File: src/rtl/countdown_timer_mmss_pkg.sv
`default_nettype none
// ============================================================================
// Module      : countdown_timer_mmss_pkg
// Description : Shared digit indices, digit limits and BCD helpers for the
//               MM:SS countdown timer.
// Revision    : 1.0 - initial release
// ============================================================================
package countdown_timer_mmss_pkg;

  // Digit positions inside the 16-bit {min_t, min_u, sec_t, sec_u} word
  localparam int SEC_U = 0;
  localparam int SEC_T = 1;
  localparam int MIN_U = 2;
  localparam int MIN_T = 3;

  // Largest legal value of a decimal digit and of the seconds-tens digit
  localparam logic [3:0] BCD_MAX   = 4'd9;
  localparam logic [3:0] SEC_T_MAX = 4'd5;

  typedef logic [3:0] bcd_digit_t;

  // Saturate an out-of-range digit to its maximum legal value
  function automatic bcd_digit_t bcd_clamp(input bcd_digit_t d, input bcd_digit_t max_v);
    return (d > max_v) ? max_v : d;
  endfunction

endpackage
`default_nettype wire

File: src/rtl/countdown_timer_mmss_tick_prescaler.sv
`default_nettype none
// ============================================================================
// Module      : tick_prescaler
// Description : Divides the system clock down to a one-cycle strobe every
//               TICK_DIV running cycles. The strobe is combinational so the
//               owner can act on the same edge the counter wraps.
// Revision    : 1.0 - initial release
// ============================================================================
module tick_prescaler #(
  parameter  int TICK_DIV = 1000,
  localparam int CW       = $clog2(TICK_DIV)
) (
  input  logic clk,
  input  logic clrn,
  input  logic clr_sync,
  input  logic run,
  output logic tick
);

  localparam logic [CW-1:0] LAST = CW'(TICK_DIV - 1);

  logic [CW-1:0] cnt_q, cnt_d;

  // Next count: clear wins, otherwise advance while running; hold when idle
  always_comb begin
    cnt_d = cnt_q;
    tick  = 1'b0;
    if (clr_sync) begin
      cnt_d = '0;
    end else if (run) begin
      if (cnt_q == LAST) begin
        cnt_d = '0;
        tick  = 1'b1;
      end else begin
        cnt_d = cnt_q + CW'(1);
      end
    end
  end

  // Prescaler count register
  always_ff @(posedge clk or negedge clrn) begin
    if (!clrn) cnt_q <= '0;
    else       cnt_q <= cnt_d;
  end

endmodule
`default_nettype wire

File: src/rtl/countdown_timer_mmss.sv
`default_nettype none
// ============================================================================
// Module      : countdown_timer_mmss
// Description : Four-digit BCD minutes:seconds countdown with load, pause,
//               one-second tick strobe and a single done pulse on expiry.
// Revision    : 1.0 - initial release
// ============================================================================
module countdown_timer_mmss
  import countdown_timer_mmss_pkg::*;
#(
  parameter int TICK_DIV = 1000
) (
  input  logic        clk,
  input  logic        clrn,
  input  logic        loadn,
  input  logic        en,
  input  logic [15:0] data,
  output logic [15:0] time_out,
  output logic        zero,
  output logic        tick,
  output logic        done
);

  bcd_digit_t [3:0] digit_q, digit_d;
  bcd_digit_t [3:0] load_val, dec_val;
  logic             tick_q, tick_d;
  logic             done_q, done_d;
  logic             run, clr_sync, wrap;

  assign zero     = (digit_q == '0);
  assign time_out = digit_q;
  assign tick     = tick_q;
  assign done     = done_q;

  // Count only when not loading and not already expired; a load or an idle
  // zero state restarts the partial second from scratch.
  assign run      = loadn & en & ~zero;
  assign clr_sync = ~loadn | (en & zero);

  tick_prescaler #(
    .TICK_DIV (TICK_DIV)
  ) u_prescaler (
    .clk      (clk),
    .clrn     (clrn),
    .clr_sync (clr_sync),
    .run      (run),
    .tick     (wrap)
  );

  // Sanitize the load word digit by digit
  always_comb begin
    load_val        = '0;
    load_val[SEC_U] = bcd_clamp(data[4*SEC_U +: 4], BCD_MAX);
    load_val[SEC_T] = bcd_clamp(data[4*SEC_T +: 4], SEC_T_MAX);
    load_val[MIN_U] = bcd_clamp(data[4*MIN_U +: 4], BCD_MAX);
    load_val[MIN_T] = bcd_clamp(data[4*MIN_T +: 4], BCD_MAX);
  end

  // One-second BCD borrow chain; only used when the value is non-zero
  always_comb begin
    dec_val = digit_q;
    if (digit_q[SEC_U] != 4'd0) begin
      dec_val[SEC_U] = digit_q[SEC_U] - 4'd1;
    end else begin
      dec_val[SEC_U] = BCD_MAX;
      if (digit_q[SEC_T] != 4'd0) begin
        dec_val[SEC_T] = digit_q[SEC_T] - 4'd1;
      end else begin
        dec_val[SEC_T] = SEC_T_MAX;
        if (digit_q[MIN_U] != 4'd0) begin
          dec_val[MIN_U] = digit_q[MIN_U] - 4'd1;
        end else begin
          dec_val[MIN_U] = BCD_MAX;
          dec_val[MIN_T] = digit_q[MIN_T] - 4'd1;
        end
      end
    end
  end

  // Next digits and strobes: load beats counting, strobes default low
  always_comb begin
    digit_d = digit_q;
    tick_d  = 1'b0;
    done_d  = 1'b0;
    if (!loadn) begin
      digit_d = load_val;
    end else if (wrap) begin
      digit_d = dec_val;
      tick_d  = 1'b1;
      done_d  = (dec_val == '0);
    end
  end

  // Digit and strobe registers
  always_ff @(posedge clk or negedge clrn) begin
    if (!clrn) begin
      digit_q <= '0;
      tick_q  <= 1'b0;
      done_q  <= 1'b0;
    end else begin
      digit_q <= digit_d;
      tick_q  <= tick_d;
      done_q  <= done_d;
    end
  end

endmodule
`default_nettype wire
File: config.mk
export PLATFORM = sky130hd
export DESIGN_NAME = countdown_timer_mmss
export DESIGN_NICKNAME = d
export VERILOG_FILES = /design/src/rtl/countdown_timer_mmss_pkg.sv /design/src/rtl/countdown_timer_mmss_tick_prescaler.sv /design/src/rtl/countdown_timer_mmss.sv
export SDC_FILE = /design/constraint.sdc
export NUM_CORES = 1
export LEC_CHECK = 0
export CORE_ASPECT_RATIO = 0.5
export CORE_UTILIZATION = 54
export CTS_BUF_LIST = sky130_fd_sc_hd__clkbuf_4 sky130_fd_sc_hd__clkbuf_8 sky130_fd_sc_hd__clkbuf_16
export DETAILED_ROUTE_END_ITERATION = 8
export PLACE_DENSITY = 0.9
export SLEW_MARGIN = 20
export SYNTH_ARGS = -nofsm -noshare
export SYNTH_HDL_FRONTEND = slang
export SYNTH_SLANG_ARGS = --single-unit
export TNS_END_PERCENT = 100
File: constraint.sdc
create_clock -name clk -period 3.6 [get_ports clk]
set_clock_uncertainty 0.1 [all_clocks]
set_input_delay 0.54 -clock clk [delete_from_list [all_inputs] [get_ports clk]]
set_output_delay 0.54 -clock clk [all_outputs]
set_load 0.01 [all_outputs]
; ---- After elaboration in Yosys (flattened, before gate mapping)
; Index checks and enable logic that the tools add are counted.
; Widths: inputs -> output; s select.
[word_totals]
register_bits = 28
inputBits = 20
output_inout_bits = 19
word_cells = 52
[op_classes]
add_sub_neg = 5
n_lt_le_gt_ge = 4
eq_ne = 2
n_mux = 22
bitwise_logic = 6
n_reduce_logical = 6
[ops]
columns = cell, count
row1 = $logic_not 16->1, 2
row2 = $mux 16, 2
row3 = $mux 4, 8
row4 = $mux 10, 3
row5 = $sub 4x1->4 const B, 4
row6 = $gt 4x4->1 const B, 3
row7 = $mux 12, 1
row8 = $reduce_bool 4->1, 3
row9 = $add 10x1->10 const B, 1
row10 = $eq 10x10->1 const B, 1
row11 = $mux 8, 1
row12 = $mux 1, 7
row13 = $gt 4x3->1 const B, 1
row14 = $and 1x1->1, 3
row15 = $ne 2x1->1 const B, 1
row16 = $not 1->1, 2
row17 = $reduce_bool 2->1, 1
row18 = $or 1x1->1, 1

; ---- Longest topological paths before layout
[depth]
word_depth = 7
depth_mapped = 9
ltp_nobuf = 8

; ---- Hierarchy
; From an unflattened synthesis, not the netlist that was laid out.
[hier_totals]
hier_cells = 174
hier_area_um2 = 1657.8
[by_module_without_submodules]
columns = module, n_inst, cells_each, area_per_inst_um2, seq_area_each_um2
row1 = countdown_timer_mmss, 1, 117, 1096.1, 450.4
row2 = tick_prescaler, 1, 57, 561.8, 250.2

; ---- Worst setup path before layout
; Ideal clock, no wire load.
[synth_timing]
path_kind = register to register
start = register digit_q (netlist bit time_out[12])
end = register digit_q (netlist bit time_out[5])
t_arrival_ns = 2.027
slack_ns = 1.344
path_stages_with_launch = 9
path_buffers = 1
period_less_slack_ns = 2.256
cell_sequence = dfrtp_1 inv_1 ha_1 nor3b_1 and4_2 clkbuf_1 or3_1 o311ai_0 nand2_1
[synth_via]
elab_chain_cells = 6
[synth_rtl]
columns = item, line_no
row1 = start: declaration, countdown_timer_mmss.sv:24  ; bcd_digit_t [3:0] digit_q, digit_d;
row2 = start signal: assignment, countdown_timer_mmss.sv:101  ; digit_q <= digit_d;
row3 = $logic_not 16->1 (*), countdown_timer_mmss.sv:30  ; assign zero = (digit_q == '0);
row4 = net zero, countdown_timer_mmss.sv:19  ; output logic zero,
row5 = $not 1->1, countdown_timer_mmss.sv:37  ; assign run = loadn & en & ~zero;
row6 = $and 1x1->1, countdown_timer_mmss.sv:37
row7 = $mux 1, countdown_timer_mmss_tick_prescaler.sv:30  ; end else if (run) begin
row8 = $mux 1 (*), countdown_timer_mmss_tick_prescaler.sv:28  ; if (clr_sync) begin
row9 = $ne 2x1->1 (no source line) (*), -
; Mark *: on every way through the listed nets, which the timed path passes. The rest lies on a longest branch.
; A chain may end at the register's enable or synchronous reset.

; ---- Worst setup path in the final report
[layout_timing]
start = register digit_q (netlist bit time_out[6])
end = output port zero
[layout_via]
elab_chain_cells = 1
[layout_rtl]
columns = item, line_no
row1 = $logic_not 16->1, countdown_timer_mmss.sv:30
row2 = end: declaration, countdown_timer_mmss.sv:19
; No other way between the ends.

==> PnR_summary.wiki <==
{| class="wikitable"
! Metric !! Value
|-
| Status || finished, final reports clean
|-
| Port bufs || 38
|-
| Number of enable-type register cells in the synthesized netlist || 0
|-
| Detail Route Antenna Nets || 0
|-
| RSZ-0062 raised after global routing || no
|-
| Final count of hold timing violations || 0
|-
| Area delta synth->final || 27.8%
|-
| Max rail drop VDD || about 0.22 mV
|-
| Top-area cell type share of the netlist area || 40.6%
|-
| Aggregate negative setup slack || 0 ns
|-
| Final routed wire length divided by cell count || roughly 16 um
|-
| Data arrival time of the worst path || 2.47 ns
|-
| Worst Hold Class || register to register
|-
| Slew @ Worst Pin || 0.685 ns
|-
| Power per cell area || 317 mW/mm2
|-
| Area after DPL || 0.00215 mm2
|-
| Async SR Flop Fraction || 100%
|-
| Post-synthesis cell type count || 49
|-
| Routability congestion estimate || 0.849
|-
| Count of unresolved DRC violations after routing || 0
|-
| First-pass iteration count of the detailed router || 5
|-
| Mapped Avg Cell Area || roughly 8.8 um2
|-
| Setup fix buffers added after clock tree synthesis || 0
|-
| Ratio of routed vias to standard cells || between 6 and 7
|-
| Final setup violating endpoints || 0
|-
| TritonCTS Buffers || 3
|-
| Most common library cell in the layout ignoring fill and taps || sky130_fd_sc_hd__clkdlybuf4s50_1
|-
| Count of nets after finishing || 257
|-
| Vias in the first global route || around 1,600
|-
| Cell area after technology mapping || 0.00173 mm2
|-
| Syn Inst Count || 195
|-
| Slew Limit Fails || 0
|-
| DR iter-0 viols || 175
|-
| Core region area || 0.00301 mm2
|-
| Headroom to the max-slew limit || 53.9%
|-
| Worst-Skew Late Latency || 0.29 ns
|-
| Ratio of cells with drive above 1 in the final layout || 7.73%
|-
| Total gr overflow || 0
|-
| Ports placed on the boundary || 39
|-
| Die height || 42.0 um
|-
| Full die area || 0.00344 mm2
|-
| Total number of H-tree levels || 1
|-
| Final setup slack of the worst path || 0.486 ns
|-
| Maximum Capacitance Violations || 0
|-
| Wire length of the first global-routing pass || 7380 um
|-
| Clock transition at the register clock pins on the worst setup and hold paths after CTS || approximately 0.1 ns
|-
| Endpoint kind of the worst setup timing path || primary output
|-
| Placed cell count || 269
|-
| Routed wire length || 4460 um
|-
| Largest area contributor in the netlist || sky130_fd_sc_hd__dfrtp_1
|-
| Synth warn || 0
|-
| Sinks on Clock Net || 28
|-
| Critical path class || register to primary output
|-
| Horiz. Die Dim || slightly above 80 um
|-
| Critical Path Fanout Max || 12
|-
| Final Instance Area || approximately 0.0022 mm2
|-
| Nets in the synthesized netlist || between 200 and 250
|-
| Hold_buf cts || 0
|-
| Number of vias in the routed layout || 1,705
|-
| Static Leakage || 0.835 nW
|-
| Startpoint class of the critical path || register
|-
| Commonest cells after routing, fill and taps aside || sky130_fd_sc_hd__clkdlybuf4s50_1, sky130_fd_sc_hd__dfrtp_1, sky130_fd_sc_hd__nor2_1
|-
| Overall routing resource usage || 28.3%
|-
| Cts repair resizes || 0
|-
| Final worst path period share || 86.5%
|-
| Endpoint required time on the critical path || between 2 and 3 ns
|-
| Clock tree from TritonCTS || built
|-
| Initial standard-cell utilization of the core || 57.3%
|-
| Largest buffer count on any clock path || 2
|-
| Final HPWL from detailed placement || roughly 3200 um
|-
| Top post-synthesis cells by area || sky130_fd_sc_hd__dfrtp_1, sky130_fd_sc_hd__nor2_1, sky130_fd_sc_hd__nand3_1, sky130_fd_sc_hd__nand2_1, sky130_fd_sc_hd__o21ai_0
|-
| Antenna diode count || 0
|-
| Sequential area share after synthesis || between 40% and 50%
|-
| Top flip-flop cell by instance count after synthesis || sky130_fd_sc_hd__dfrtp_1
|-
| CTS root buffer || sky130_fd_sc_hd__clkbuf_8
|-
| Pre-CTS worst setup slack || 0.795 ns
|-
| Maximum clock frequency || 0.321 GHz
|-
| Site row count || 14
|-
| Final hold slack || 0.469 ns
|-
| Cell Count, Final, Fillers Out || 273
|-
| Antenna violations before repair || 0
|-
| Fin crit period || 3.11 ns
|-
| Largest net degree at the start of global routing || 37
|-
| Flip-flop and latch count after synthesis || 28
|}
[cells by family (layout without fill, tap and decap cells)]
family | after synthesis | in the layout | share of synthesized area (%)
and+or+nand+nor | 100 | 100 | 33.7
AOI/OAI and AO/OA | 41 | 41 | 15.4
DFF | 28 | 28 | 40.6
buffers and inverters | 13 | 51 | 2.90
xor gates and xnor gates | 9 | 9 | 4.57
adders and majority gates | 3 | 3 | 2.18
muxes | 1 | 1 | 0.580
[cell usage after synthesis, types with 5 or more instances]
| cell | count |
|---|---|
| sky130_fd_sc_hd__a21oi_1 | 8 |
| sky130_fd_sc_hd__inv_1 | 6 |
| sky130_fd_sc_hd__nand3_1 | 13 |
| sky130_fd_sc_hd__nand2_1 | 16 |
| sky130_fd_sc_hd__a31oi_1 | 6 |
| sky130_fd_sc_hd__dfrtp_1 | 28 |
| sky130_fd_sc_hd__nor4_1 | 5 |
| sky130_fd_sc_hd__clkbuf_1 | 5 |
| sky130_fd_sc_hd__nand4_1 | 6 |
| sky130_fd_sc_hd__o21ai_0 | 10 |
| sky130_fd_sc_hd__nor2_1 | 22 |
| sky130_fd_sc_hd__nor3_1 | 5 |
| sky130_fd_sc_hd__xnor2_1 | 5 |
[metal layers]
layer | up-vias | part of all wire, % | global-route usage, %
li1 | 815 | - | -
met1 | 814 | 45 | 37.2
met2 | 66 | 48 | 45.0
met3 | 10 | 5.5 | 6.30
met4 | 0 | 1.5 | 12.6
met5 | - | 0 | 0
[state kept, by name (all words and copies together), names as in the netlist]
| name | flops |
|---|---|
| u_prescaler.cnt_q | 10 |
| time_out | 16 |
| done | 1 |
| tick | 1 |
[through the flow]
step                total power [mW]  utilization [%]
detailed placement             0.501             71.4
finish                         0.698             73.2
global route                   0.729             73.2
global placement               0.497             71.4
CTS                            0.699             73.2
floorplan                      0.423                -
[final timing paths]
| path | start | end | slack (ns) | cells past startpoint |
|---|---|---|---|---|
| min reg2reg | u_prescaler.cnt_q[1] | u_prescaler.cnt_q[1] | 0.47 | 1 |
| max reg2reg | time_out[6] | time_out[6] | 0.96 | 6 |
| max | time_out[6] | zero | 0.49 | 3 |
| min | u_prescaler.cnt_q[1] | u_prescaler.cnt_q[1] | 0.47 | 1 |
| max in group asynchronous | clrn | time_out[12] | 2.59 | 2 |
| min in group asynchronous | clrn | time_out[9] | 0.52 | 2 |
[area by class of cell]
cell class / instances / area [um2]
Timing Repair Buffer: 41 / 403
Multi-Input combinational cell: 154 / 975
Fill cell: 241 / 807
Inverter: 6 / 22.5
Sequential cell: 28 / 701
Tap cell: 40 / 50.0
Clock buffer: 4 / 55.1
[critical path, stage by stage, from the launching register on]
cell                              delay [ns]
sky130_fd_sc_hd__dfrtp_1                0.46
sky130_fd_sc_hd__nor4_2                 0.66
sky130_fd_sc_hd__and4_2                 0.49
sky130_fd_sc_hd__clkdlybuf4s50_1        0.58
[where the power goes]
part	switching, mW	internal [mW]
Sequential	0.0289	0.331
Combinational	0.0652	0.0729
Clock	0.102	0.0982
Total	0.196	0.502
No activity file was read; power rests on OpenSTA's default activity.
